$ cat config.mk
export PLATFORM = sky130hd
export DESIGN_NAME = dbg_host_link
export DESIGN_NICKNAME = d
export VERILOG_FILES = /design/src/rtl/dbg_host_link.sv
export SDC_FILE = /design/constraint.sdc
export NUM_CORES = 1
export LEC_CHECK = 0
export ABC_CLOCK_PERIOD_IN_PS = 4600
export BUFFER_PORTS_ARGS = -buffer_cell sky130_fd_sc_hd__clkbuf_2
export CAP_MARGIN = 5
export CELL_PAD_IN_SITES_DETAIL_PLACEMENT = 1
export CELL_PAD_IN_SITES_GLOBAL_PLACEMENT = 2
export CORE_ASPECT_RATIO = 0.75
export CORE_MARGIN = 3
export CORE_UTILIZATION = 41
export CTS_CLUSTER_DIAMETER = 50
export DETAILED_ROUTE_END_ITERATION = 10
export PLACE_DENSITY_LB_ADDON = 0.1
export SLEW_MARGIN = 5
export SYNTH_ARGS = -nofsm -noshare
export SYNTH_HDL_FRONTEND = slang
export SYNTH_SLANG_ARGS = --single-unit
$ cat constraint.sdc
create_clock -name clk -period 4.6 [get_ports clk]
set_input_delay 0.92 -clock clk [delete_from_list [all_inputs] [get_ports clk]]
set_output_delay 0.92 -clock clk [all_outputs]
set_load 0.02 [all_outputs]
$ cat src/rtl/dbg_host_link.sv
// Host-side command bridge: parses UART RX bytes into debugger command frames,
// strobes each command to the controller, and streams the 32-bit result back over TX.
module dbg_host_link #(
  parameter logic [31:0] TIMEOUT_CYCLES = 32'd1000000
) (
  input  logic        clk,
  input  logic        rst_n,
  input  logic [7:0]  rx_data,
  input  logic        rx_valid,
  output logic        rx_ready,
  output logic [7:0]  tx_data,
  output logic        tx_valid,
  input  logic        tx_ready,
  output logic [7:0]  host_cmd,
  output logic [31:0] host_param,
  output logic        host_cmd_en,
  input  logic [31:0] host_result,
  output logic        busy
);

  typedef enum logic [2:0] {
    S_IDLE,
    S_PARAM,
    S_ISSUE,
    S_CAPTURE,
    S_SEND
  } state_t;

  state_t      state, state_nxt;
  logic [7:0]  shadow_cmd;
  logic [31:0] shadow_param;
  logic [1:0]  idx;
  logic [1:0]  k;
  logic [31:0] gap_cnt;
  logic [31:0] resp;
  logic        rx_fire, tx_fire, timeout_hit;

  assign rx_fire     = rx_valid & rx_ready;
  assign tx_fire     = tx_valid & tx_ready;
  assign timeout_hit = (TIMEOUT_CYCLES != 32'd0) && (gap_cnt == TIMEOUT_CYCLES - 32'd1);

  // Strobes decode straight from state so an async reset drops them at once.
  assign rx_ready    = (state == S_IDLE) || (state == S_PARAM);
  assign host_cmd_en = (state == S_ISSUE);
  assign tx_valid    = (state == S_SEND);
  assign busy        = (state != S_IDLE);
  assign tx_data     = tx_valid ? resp[8*k +: 8] : 8'h00;

  // NOTE: sequential state uses non-blocking assignments so every flop samples pre-edge values.
  always_ff @(posedge clk or negedge rst_n) begin
    if (!rst_n) state <= S_IDLE;
    else        state <= state_nxt;
  end

  // NOTE: next-state defaults to the current state first, so no path can infer a latch.
  always_comb begin
    state_nxt = state;
    unique case (state)
      S_IDLE:    if (rx_fire) state_nxt = rx_data[7] ? S_PARAM : S_ISSUE;
      S_PARAM: begin
        if (rx_fire) begin
          if (idx == 2'd3) state_nxt = S_ISSUE;
        end else if (timeout_hit) begin
          state_nxt = S_IDLE;
        end
      end
      S_ISSUE:   state_nxt = S_CAPTURE;
      S_CAPTURE: state_nxt = S_SEND;
      S_SEND:    if (tx_fire && k == 2'd3) state_nxt = S_IDLE;
      default:   state_nxt = S_IDLE;
    endcase
  end

  always_ff @(posedge clk or negedge rst_n) begin
    if (!rst_n) begin
      shadow_cmd   <= 8'h00;
      shadow_param <= 32'h0;
      idx          <= 2'd0;
      k            <= 2'd0;
      gap_cnt      <= 32'h0;
      resp         <= 32'h0;
      host_cmd     <= 8'h00;
      host_param   <= 32'h0;
    end else begin
      gap_cnt <= 32'h0;
      case (state)
        S_IDLE: begin
          if (rx_fire) begin
            shadow_cmd   <= rx_data;
            shadow_param <= 32'h0;
            idx          <= 2'd0;
            // Parameterless commands go straight to ISSUE, so load the outputs on this edge.
            if (!rx_data[7]) begin
              host_cmd   <= rx_data;
              host_param <= 32'h0;
            end
          end
        end
        S_PARAM: begin
          if (rx_fire) begin
            shadow_param[8*idx +: 8] <= rx_data;
            idx <= idx + 2'd1;
            if (idx == 2'd3) begin
              host_cmd   <= shadow_cmd;
              host_param <= {rx_data, shadow_param[23:0]};
            end
          end else if (!timeout_hit) begin
            gap_cnt <= gap_cnt + 32'd1;
          end
        end
        S_CAPTURE: begin
          resp <= host_result;
          k    <= 2'd0;
        end
        S_SEND: begin
          if (tx_fire) k <= k + 2'd1;
        end
        default: ;
      endcase
    end
  end

endmodule

After elaboration in Yosys (flattened, before gate mapping)
Cells that the tools add are included.
Widths: inputs -> output; s select.
{ "op_classes": {"div": 0, "n_mux": 30, "reduce_logical": 11, "mul": 0, "bitwise": 2, "n_addsub": 4, "shift": 3, "n_eq_ne": 15, "order_cmp": 0} }
{ "op_table": {"columns": ["operator", "n"], "rows": [
  ["$mux 32", 9],
  ["$pmux 32 s2", 2],
  ["$mux 8", 5],
  ["$neg 5->34", 1],
  ["$shift 8x34->32 const A", 1],
  ["$shiftx 8x34->32", 1],
  ["$add 32x1->32 const B", 1],
  ["$bwmux 32", 1],
  ["$eq 32x20->1 const B", 1],
  ["$shiftx 32x6->8", 1],
  ["$pmux 8 s2", 1],
  ["$mux 3", 5],
  ["$pmux 3 s5", 1],
  ["$mux 2", 4],
  ["$pmux 2 s2", 2],
  ["$eq 3x2->1 const B", 2],
  ["$ne 2x1->1 const B", 3],
  ["$ne 2x2->1 const B", 3],
  ["$reduce_and 5->1", 1],
  ["$add 2x1->2 const B", 2],
  ["$eq 2x2->1 const B", 2],
  ["$reduce_and 2->1", 2],
  ["$reduce_and 4->1", 1],
  ["$reduce_bool 2->1", 2],
  ["10 further kinds", 11]
]} }
{ "totals": {"out_inout_bits": 52, "input_bits": 44, "ramBits": 0, "wordCells": 74, "ff_bits": 151, "mem_bits_ro": 0, "memories": 0, "latchBits": 0} }

Longest topological paths before layout
Gate-level depths: netlist of the first run.
{ "depth": {"depth_word": 5, "ltp_mapped": 8, "depth_no_buf": 6} }

Worst setup path after synthesis of the first run
OpenSTA, ideal clock, no wires.
{ "synth_timing": {"path_type": "register -> output", "from": "register k[0]", "to": "output port tx_data[0]", "t_required_ps": 3680, "n_path_buf": 1, "slack_ps": 2109, "t_arrival_ps": 1571, "stages_incl_launch_ff": 4, "cell_sequence": "dfrtp_1 > clkbuf_1 > mux4_2 > and2_1"} }
{ "synth_via": {"elab_chain_cells": 2} }
{ "synth_lines": {"columns": ["element", "line", "rtl"], "rows": [
  ["start, declared", "33", "logic [1:0] k;"],
  ["start signal, assigned", "116", "if (tx_fire) k <= k + 2'd1;"],
  ["$shiftx 32x6->8", "47", "assign tx_data = tx_valid ? resp[8*k +: 8] : 8'h00;"],
  ["$mux 8", "47", null],
  ["end, declared", "11", "output logic [7:0] tx_data,"]
]} }
Every way passes these cells.

Final worst setup path of the first run
{ "layout_timing": {"from": "register k[0]", "to": "output port tx_data[3]"} }
The elaborated chain is that of the path after synthesis.

==> results.txt, run 1 <==
DRC - 0
Via-to-Cell Ratio - 5.54
Seq/Total Area, Yosys - 0.581
Final period util - 0.652
I/O Buffers - 95
outcome - complete, no violations
crit-path max cell delay - 750 ps
Max-Slew Margin vs Limit - 0.461
r2r startpoint - gap_cnt[0]$_DFF_PN0_
maximum vdd drop - 0.295 mV
critical path's top delay family - flip-flops
final hold vios - 0
reg2reg end - gap_cnt[28]$_DFF_PN0_
asr flop ratio synth - 1.00
initial core utilization - 0.422
nets - 646
Syn Nets - 550
clk root buf - clkbuf_16
area of the core - 14600 sq um
crit start category - register
row count - 38
FF-to-FF setup slack - 2050 ps
Min-Delay Path Class - register to register
Leak - 3.36 nW
Wirelength per Cell - 19.2 um
Hold Path End - host_cmd[6]$_DFFE_PN0P_
Finish-stage setup viols - 0
WP buf/inv - 1
synthesized area - 6160 sq um
EDFF count, synth - 0
final WL - 15500 um
Clock Latency Late Sink - 410 ps
first-pass GRT wire length - 26300 um
startpoint of the most critical hold path - host_cmd[6]$_DFFE_PN0P_
P&R area growth vs syn - 21.5%
max cap viols - 0
post-route minimum period - 3000 ps
Worst-path clk slew - 60 ps
H-tree Lvls - 4
placed standard-cell area - 6850 sq um
worst-path maximum fanout - 11
GPL Wtd Cong - 0.765
synth warn - 0
dpl hpwl - 10400 um
die width - 148 um
vias in the first global route - 4867
TritonCTS clock tree - done
Setup Buffers After CTS - 0
Worst EP arrival - 2080 ps
initial antenna violation count - 0
post-cts resize count - 0
Synth cell types - 40
# hold bufs at CTS - 0
total iterations of the first detailed-routing run - 4
die height - 112 um
cell count after synthesis - 500
CTS buffer count - 17
fin. max-slew vios - 0
1st-iter DRT viols - 163
Bufs on Longest Clock Path - 2
Clock Sink Count - 143
total die area - 16600 sq um
total gr overflow - 0
Routed Antenna Nets - 0
Reg2Reg Depth - 5
Power Density - 574 nW/um^2
hold path depth - 2
Setup crit end kind - primary output
syn_area_per_cell - 12.3 sq um
actual slew at the worst max-slew pin - 808 ps
layout cell share with drive strength beyond 1 - 0.308
Boundary Pins - 96
Setup TNS - 0 ps
slowest CP cell - dfrtp_1
Primary FF master, synth - dfrtp_1
CP cell instances - mux4_2, and2_1, clkbuf_2
required time of the critical path - 3680 ps
achievable clock frequency - 0.333 GHz
GR Util All Layers - 0.201
largest net degree at the start of global routing - 89
clk_skew - 9.16 ps
via count - 4475
Antenna Diode Count - 0
Yosys reg bits - 143
RSZ-0062 raised after global routing - false
Finished Cell Area - 7490 sq um
Setup CP Type - register to primary output
## cell usage in the layout (no fill, tap or decap), types with 6 or more instances in the layout
cell / instances
dfrtp_1: 143
clkbuf_2: 94
a22o_1: 57
mux2_2: 40
nand2_1: 27
o21ai_0: 24
a21oi_1: 21
nor2_1: 17
clkbuf_16: 17
nand3_1: 15
or4_1: 13
or3_1: 12
o31ai_1: 11
inv_1: 9
nand4_1: 9
and2_1: 9
xnor2_1: 8
mux4_2: 8
mux2i_1: 7
buf_4: 7
nor3_1: 6
ha_1: 6
## flip-flops by register name, indices dropped and copies added (netlist names)
name / count
state: 3
resp: 32
shadow_param: 24
host_param: 32
gap_cnt: 32
host_cmd: 8
k: 2
shadow_cmd: 8
idx: 2
## stage by stage
step / utilization / total power, mW / std cells / hold slack, ps / worst slack [ps]
finish: 0.513 / 4.30 / 808 / 495 / 1600
global route: 0.513 / 4.55 / 808 / 518 / 1420
CTS: 0.512 / 4.35 / 807 / 496 / 1520
detailed placement: 0.469 / 2.87 / 776 / 476 / 1650
global placement: 0.469 / 2.80 / 776 / 468 / 1820
floorplan: - / 2.50 / 500 / 455 / 2110
## cells by family after synthesis
| logic type | synth area share |
|---|---|
| AND/OR/NAND/NOR | 0.122 |
| buffers and inverters | 0.0221 |
| multiplexers | 0.114 |
| AO/OA/AOI/OAI | 0.137 |
| adder cells (fa/ha/maj) | 0.0122 |
| XOR/XNOR | 0.0128 |
| flip-flops | 0.581 |
## routing by layer
metal	vias up	GRT usage	wire length, um
li1	2055	-	-
met1	2320	0.286	7340
met2	88	0.301	7110
met3	12	0.0638	951
met4	0	0.0515	148
met5	-	0	0
## Yosys cell counts, types with 2 or more instances
cell | count | share of area
xnor2_1 | 8 | 0.011
mux2_2 | 40 | 0.073
ha_1 | 6 | 0.012
nor4_1 | 4 | 0.0041
and2_1 | 9 | 0.0091
o21ai_1 | 3 | 0.0024
or3_1 | 12 | 0.012
nand2_1 | 27 | 0.016
and3_1 | 3 | 0.0030
clkbuf_1 | 20 | 0.012
nand4_1 | 9 | 0.0091
buf_1 | 2 | 0.0012
nand3_1 | 15 | 0.012
nor3_1 | 6 | 0.0049
a22o_1 | 57 | 0.081
or4_1 | 13 | 0.016
nor3b_1 | 3 | 0.0037
dfrtp_1 | 143 | 0.58
buf_2 | 4 | 0.0032
nand2b_1 | 2 | 0.0020
inv_1 | 9 | 0.0055
nor2_1 | 17 | 0.010
mux4_2 | 8 | 0.029
a21oi_1 | 21 | 0.017
nor2b_1 | 3 | 0.0030
o31ai_1 | 12 | 0.015
mux2i_1 | 7 | 0.011
o21ai_0 | 25 | 0.020
## tightest hold or removal path, delay by kind of cell (launching register included)
family          cells  cell delay (ps)
compound gates      1               70
flops               1              340
simple gates        1               50
## area by class of cell
class	instances	area, sq um
fillers	1545	7110
well taps	200	250
clock inverters	12	185
clock buffers	19	433
multi-input cells	322	2460
repair buffers	103	549
flip-flops and latches	143	3580
inverters	9	33.8
## report_power, final
part           total [mW]  internal [mW]  switching, mW  leakage, nW
Sequential           1.78           1.55          0.226         1.89
Combinational        1.06          0.511          0.553         1.17
Clock                1.45          0.911          0.543        0.298
## worst max-delay path by stage
stage,to,slack [ps],cells past startpoint,startpoint
after floorplan,tx_data[0],2110,3,k[0]$_DFFE_PN0P_
after global placement,host_param[0]$_DFFE_PN0P_,1820,4,rx_valid
after detailed placement,host_param[12]$_DFFE_PN0P_,1650,4,rx_valid
after CTS,tx_data[3],1520,3,k[0]$_DFFE_PN0P_
after global routing,tx_data[3],1420,3,k[0]$_DFFE_PN0P_
final,tx_data[3],1600,3,k[0]$_DFFE_PN0P_
(Power assumes the default switching activity.)
==> inputs of run 2 (changes only) <==
- ABC_CLOCK_PERIOD_IN_PS: 4600 -> 2600
- CORE_UTILIZATION: 41 -> 34
- clock period: 4.6 -> 2.6 ns (I/O delays scaled with it)
==> results.txt, run 2 (synthesis gave the netlist of run 1 again) <==
outcome - complete, no violations
maximum vdd drop - 0.471 mV
Clock Sink Count - 143
via count - 4496
area of the core - 17300 sq um
Max-Slew Margin vs Limit - 0.545
Routed Antenna Nets - 0
Fillers - 1885
I/O Buffers - 95
Clock Latency Late Sink - 420 ps
initial antenna violation count - 0
Wirelength per Cell - 18.7 um
fin. max-slew vios - 0
initial core utilization - 0.356
WP buf/inv - 2
die width - 161 um
clk root buf - clkbuf_16
post-cts resize count - 0
required time of the critical path - 2080 ps
achievable clock frequency - 0.423 GHz
# hold bufs at CTS - 0
CTS buffer count - 17
Finished Cell Area - 7640 sq um
die height - 123 um
layout cell share with drive strength beyond 1 - 0.323
GPL Wtd Cong - 0.798
crit-path max cell delay - 530 ps
Via-to-Cell Ratio - 5.26
CP cell instances - buf_4, mux4_2, and2_1, clkbuf_2
clk_skew - 9.80 ps
clock power share - 0.339
Power Density - 1010 nW/um^2
internal power - 5.33 mW
slowest CP cell - mux4_2
1st-iter DRT viols - 241
leading cell type in the layout, fill and taps excluded - dfrtp_1
Setup Buffers After CTS - 0
commonest cells after routing, fill and taps aside - 143 x dfrtp_1, 94 x clkbuf_2, 57 x a22o_1
Bufs on Longest Clock Path - 2
Sw Ratio - 0.307
dpl hpwl - 11000 um
Antenna Diode Count - 0
Worst EP arrival - 1840 ps
Setup CP Type - register to primary output
Setup TNS - 0 ps
Worst-path clk slew - 60 ps
total die area - 19800 sq um
Leak - 3.43 nW
GR Util All Layers - 0.171
P&R area growth vs syn - 24.0%
placed standard-cell area - 7020 sq um
total iterations of the first detailed-routing run - 4
combinational share of power - 0.256
Top Registers - gap_cnt: 32 flops, host_param: 32 flops, resp: 32 flops
row count - 41
TritonCTS clock tree - done
RSZ-0062 raised after global routing - false
DRC - 0
Finish-stage setup viols - 0
final WL - 15900 um
Min-Delay Path Class - input port to asynchronous set/reset pin
H-tree Lvls - 4
max cap viols - 0
crit start category - register
Switching Power - 2.36 mW
final hold vios - 0
Final period util - 0.910
first-pass GRT wire length - 26600 um
worst-path maximum fanout - 11
critical path's top delay family - multiplexers
total gr overflow - 0
Boundary Pins - 96
actual slew at the worst max-slew pin - 678 ps
Setup crit end kind - primary output
post-route minimum period - 2360 ps
Reg power frac - 0.405
largest net degree at the start of global routing - 63
vias in the first global route - 4918
nets - 658
-- run 2: cell types whose count changed in the layout (fill, tap and decap cells not counted), sizes merged --
cell	change
clkinvlp	+1
buf	+12
inv	+2
clkinv	-3
clkbuf	-1
-- run 2: final cells by class --
type / instances / area (sq um) / share of cell area
sequential: 143 / 3580 / 0.468
multi-input combinational: 322 / 2460 / 0.321
inverter: 9 / 33.8 / 0.00442
clock inverter: 12 / 184 / 0.0241
timing repair buffer: 115 / 657 / 0.0859
tap: 236 / 295 / 0.0386
clock buffer: 18 / 439 / 0.0575
-- run 2: final timing paths --
check / slack, ps / end / depth (start not counted) / from
max: 240 / tx_data[2] / 4 / k[0]$_DFFE_PN0P_
min: 70 / host_param[9]$_DFFE_PN0P_ / 1 / rst_n
max reg2reg: 320 / gap_cnt[28]$_DFF_PN0_ / 6 / gap_cnt[0]$_DFF_PN0_
min reg2reg: 490 / gap_cnt[0]$_DFF_PN0_ / 1 / gap_cnt[0]$_DFF_PN0_
max in group asynchronous: 1760 / resp[19]$_DFFE_PN0P_ / 2 / rst_n
min in group clk: 330 / resp[17]$_DFFE_PN0P_ / 2 / host_result[17]
-- run 2: worst register-to-register path: cells and delay by family, from the launching register on --
kind            cells  cell delay [ps]
compound gates      1              160
fa+ha+maj           1              210
buf+inv             1              210
flops               1              390
simple gates        3             1220
-- run 2: per-layer routing --
layer / up-vias / track usage / part of all wire
li1: 2080 / - / -
met5: - / 0 / 0
met1: 2328 / 0.248 / 0.52
met3: 15 / 0.0405 / 0.036
met2: 73 / 0.259 / 0.44
met4: 0 / 0.0435 / 0.0097
-- run 2: per-stage QoR --
step | std cells | setup slack (ps) | utilization | hold WS (ps) | power [mW]
after floorplan | 500 | 509 | - | 224 | 4.43
after global placement | 825 | 401 | 0.406 | 466 | 5.04
after detailed placement | 825 | 316 | 0.406 | 480 | 5.15
after CTS | 855 | 186 | 0.442 | 100 | 7.82
after global routing | 855 | 121 | 0.442 | 110 | 8.15
final | 855 | 235 | 0.442 | 74.7 | 7.70
-- run 2: power by group through the flow --
stage / combinational, mW / clock, mW / sequential [mW]
floorplan: 1.36 / 0 / 3.07
global placement: 1.92 / 0 / 3.11
detailed placement: 2.00 / 0 / 3.16
CTS: 2.01 / 2.69 / 3.12
global route: 2.18 / 2.77 / 3.19
finish: 1.97 / 2.61 / 3.12
==> inputs of run 3 (changes only) <==
- ABC_AREA: default -> 1
- CORE_UTILIZATION: 34 -> 31
==> results.txt, run 3 <==
I/O Buffers - 95
FF-to-FF setup slack - 490 ps
area of the core - 21400 sq um
cell count after synthesis - 785
Setup Buffers After CTS - 0
Bufs on Longest Clock Path - 2
Area contributors post-synth - dfrtp_1 53%, nor2_1 7.4%, nand2_1 6.8%
syn_area_per_cell - 8.68 sq um
Yosys reg bits - 143
Clock Latency Late Sink - 430 ps
top-count cell post-synth - dfrtp_1
vias in the first global route - 6118
TritonCTS clock tree - done
Clock Sink Count - 143
Worst EP arrival - 1880 ps
Syn Nets - 835
Wirelength per Cell - 17.0 um
row count - 46
synthesized area - 6820 sq um
Synth cell types - 33
clk_skew - 15.8 ps
Antenna Diode Count - 0
Post-synth top cells - 143 x dfrtp_1, 135 x nor2_1, 123 x nand2_1
Reg2Reg Depth - 3
initial antenna violation count - 0
EDFF count, synth - 0
clk root buf - clkbuf_16
commonest cells after routing, fill and taps aside - 141 x dfrtp_1, 135 x nor2_1, 123 x nand2_1
Setup crit end kind - primary output
asr flop ratio synth - 1.00
crit start category - register
actual slew at the worst max-slew pin - 890 ps
CTS buffer count - 17
largest net degree at the start of global routing - 59
RSZ-0062 raised after global routing - false
post-route minimum period - 2400 ps
Reg power frac - 0.387
maximum vdd drop - 0.483 mV
Setup TNS - 0 ps
Boundary Pins - 96
r2r startpoint - state[0]$_DFFE_PN0P_
GR Util All Layers - 0.176
Fillers - 2559
final hold vios - 0
required time of the critical path - 2080 ps
total gr overflow - 0
Non-Filler Instances - 1182
outcome - complete, no violations
H-tree Lvls - 4
Primary FF master, synth - dfrtp_1
GPL Wtd Cong - 0.823
P&R area growth vs syn - 20.7%
1st-iter DRT viols - 243
first-pass GRT wire length - 33100 um
Via-to-Cell Ratio - 4.79
total iterations of the first detailed-routing run - 4
layout cell share with drive strength beyond 1 - 0.221
achievable clock frequency - 0.418 GHz
Max-Slew Margin vs Limit - 0.406
Worst-path clk slew - 70 ps
fin. max-slew vios - 0
internal power - 4.96 mW
initial core utilization - 0.319
slack of the critical path - 205 ps
die width - 177 um
cell taking the most area after synthesis - dfrtp_1
Seq/Total Area, Yosys - 0.525
Finish-stage setup viols - 0
Switching Power - 2.87 mW
worst-path maximum fanout - 20
synth warn - 0
placed cell count - 1150
via count - 5666
dpl hpwl - 14800 um
total die area - 23800 sq um
Overall Power - 7.83 mW
max cap viols - 0
final WL - 20100 um
Leak - 3.69 nW
Routed Antenna Nets - 0
top cell type's share of synthesized area - 0.525
Min-Delay Path Class - input port to asynchronous set/reset pin
nets - 931
reg2reg end - resp[11]$_DFFE_PN0P_
combinational share of power - 0.277
Final period util - 0.921
leading cell type in the layout, fill and taps excluded - dfrtp_1
DP Worst Slack - 297 ps
Top Registers - gap_cnt: 32 flops, host_param: 32 flops, resp: 32 flops
clock power share - 0.336
Setup CP Type - register to primary output
die height - 134 um
Power Density - 952 nW/um^2
Sw Ratio - 0.366
DRC - 0
## run 3: cell count changes in the layout (fill, tap and decap cells not counted), sizes merged, moves of 9 or more
cell and change:
o21ai +56, or4 -13, nand3 +76, nor2 +125
a21oi -9, or3 -12, a22o -57, and2 -9
inv +73, nand2 +102, buf -9, o31ai -12
## run 3: worst max-delay path, cell delays in order, from the launching register on
cell and delay (ps):
dfrtp_4 590, inv_2 240, o21ai_0 220, a21oi_1 200
clkbuf_2 200
## run 3: cell type report
| cell class | count | area, sq um | area share |
|---|---|---|---|
| multi-input combinational | 533 | 2770 | 0.337 |
| sequential | 143 | 3580 | 0.436 |
| clock buffer | 18 | 439 | 0.0534 |
| tap | 288 | 360 | 0.0438 |
| clock inverter | 14 | 193 | 0.0234 |
| timing repair buffer | 106 | 577 | 0.0701 |
| inverter | 80 | 304 | 0.0370 |
## run 3: repair_timing
item                                    CTS  global route
resized for setup                         2             3
endpoints found under the setup margin    6             6
hold buffers                              0             0
## run 3: cell families after synthesis
family,Yosys count,share of synthesized area
compound gates,109,0.0828
xor+xnor,13,0.0167
fa+ha+maj,6,0.0110
buf+inv,109,0.0692
flops,143,0.525
mux,32,0.0529
simple gates,373,0.242
## run 3: metal layers
metal | GRT usage | up-vias | wire length (um)
met5 | 0 | - | 0
met4 | 0.0397 | 0 | 178
met3 | 0.0348 | 15 | 708
met2 | 0.261 | 94 | 8680
met1 | 0.265 | 2812 | 10600
li1 | - | 2745 | -
## run 3: worst max-delay path by stage
stage | cells after the start | slack [ps] | end | startpoint
floorplan | 4 | 510 | tx_data[0] | state[0]$_DFFE_PN0P_
global placement | 4 | 400 | tx_data[3] | k[0]$_DFFE_PN0P_
detailed placement | 4 | 300 | tx_data[3] | k[0]$_DFFE_PN0P_
CTS | 5 | 70 | tx_data[3] | k[1]$_DFFE_PN0P_
global route | 4 | 80 | tx_data[3] | k[0]$_DFFE_PN0P_
finish | 4 | 200 | tx_data[3] | k[0]$_DFFE_PN0P_
## run 3: metrics by stage
step	utilization	hold slack (ps)	instance area [sq um]
final	0.385	68.1	8230
after global routing	0.385	115	8230
after CTS	0.385	88.2	8220
after detailed placement	0.355	478	7580
after global placement	0.355	471	7580
after floorplan	-	224	6820
## run 3: power by group through the flow
stage	clock network [mW]	logic [mW]	registers, mW
2_1_floorplan	0	1.52	3.03
3_3_place_gp	0	2.12	3.04
3_5_place_dp	0	2.19	3.07
4_1_cts	2.70	2.21	3.03
5_1_grt	2.77	2.44	3.10
6_report	2.63	2.17	3.03
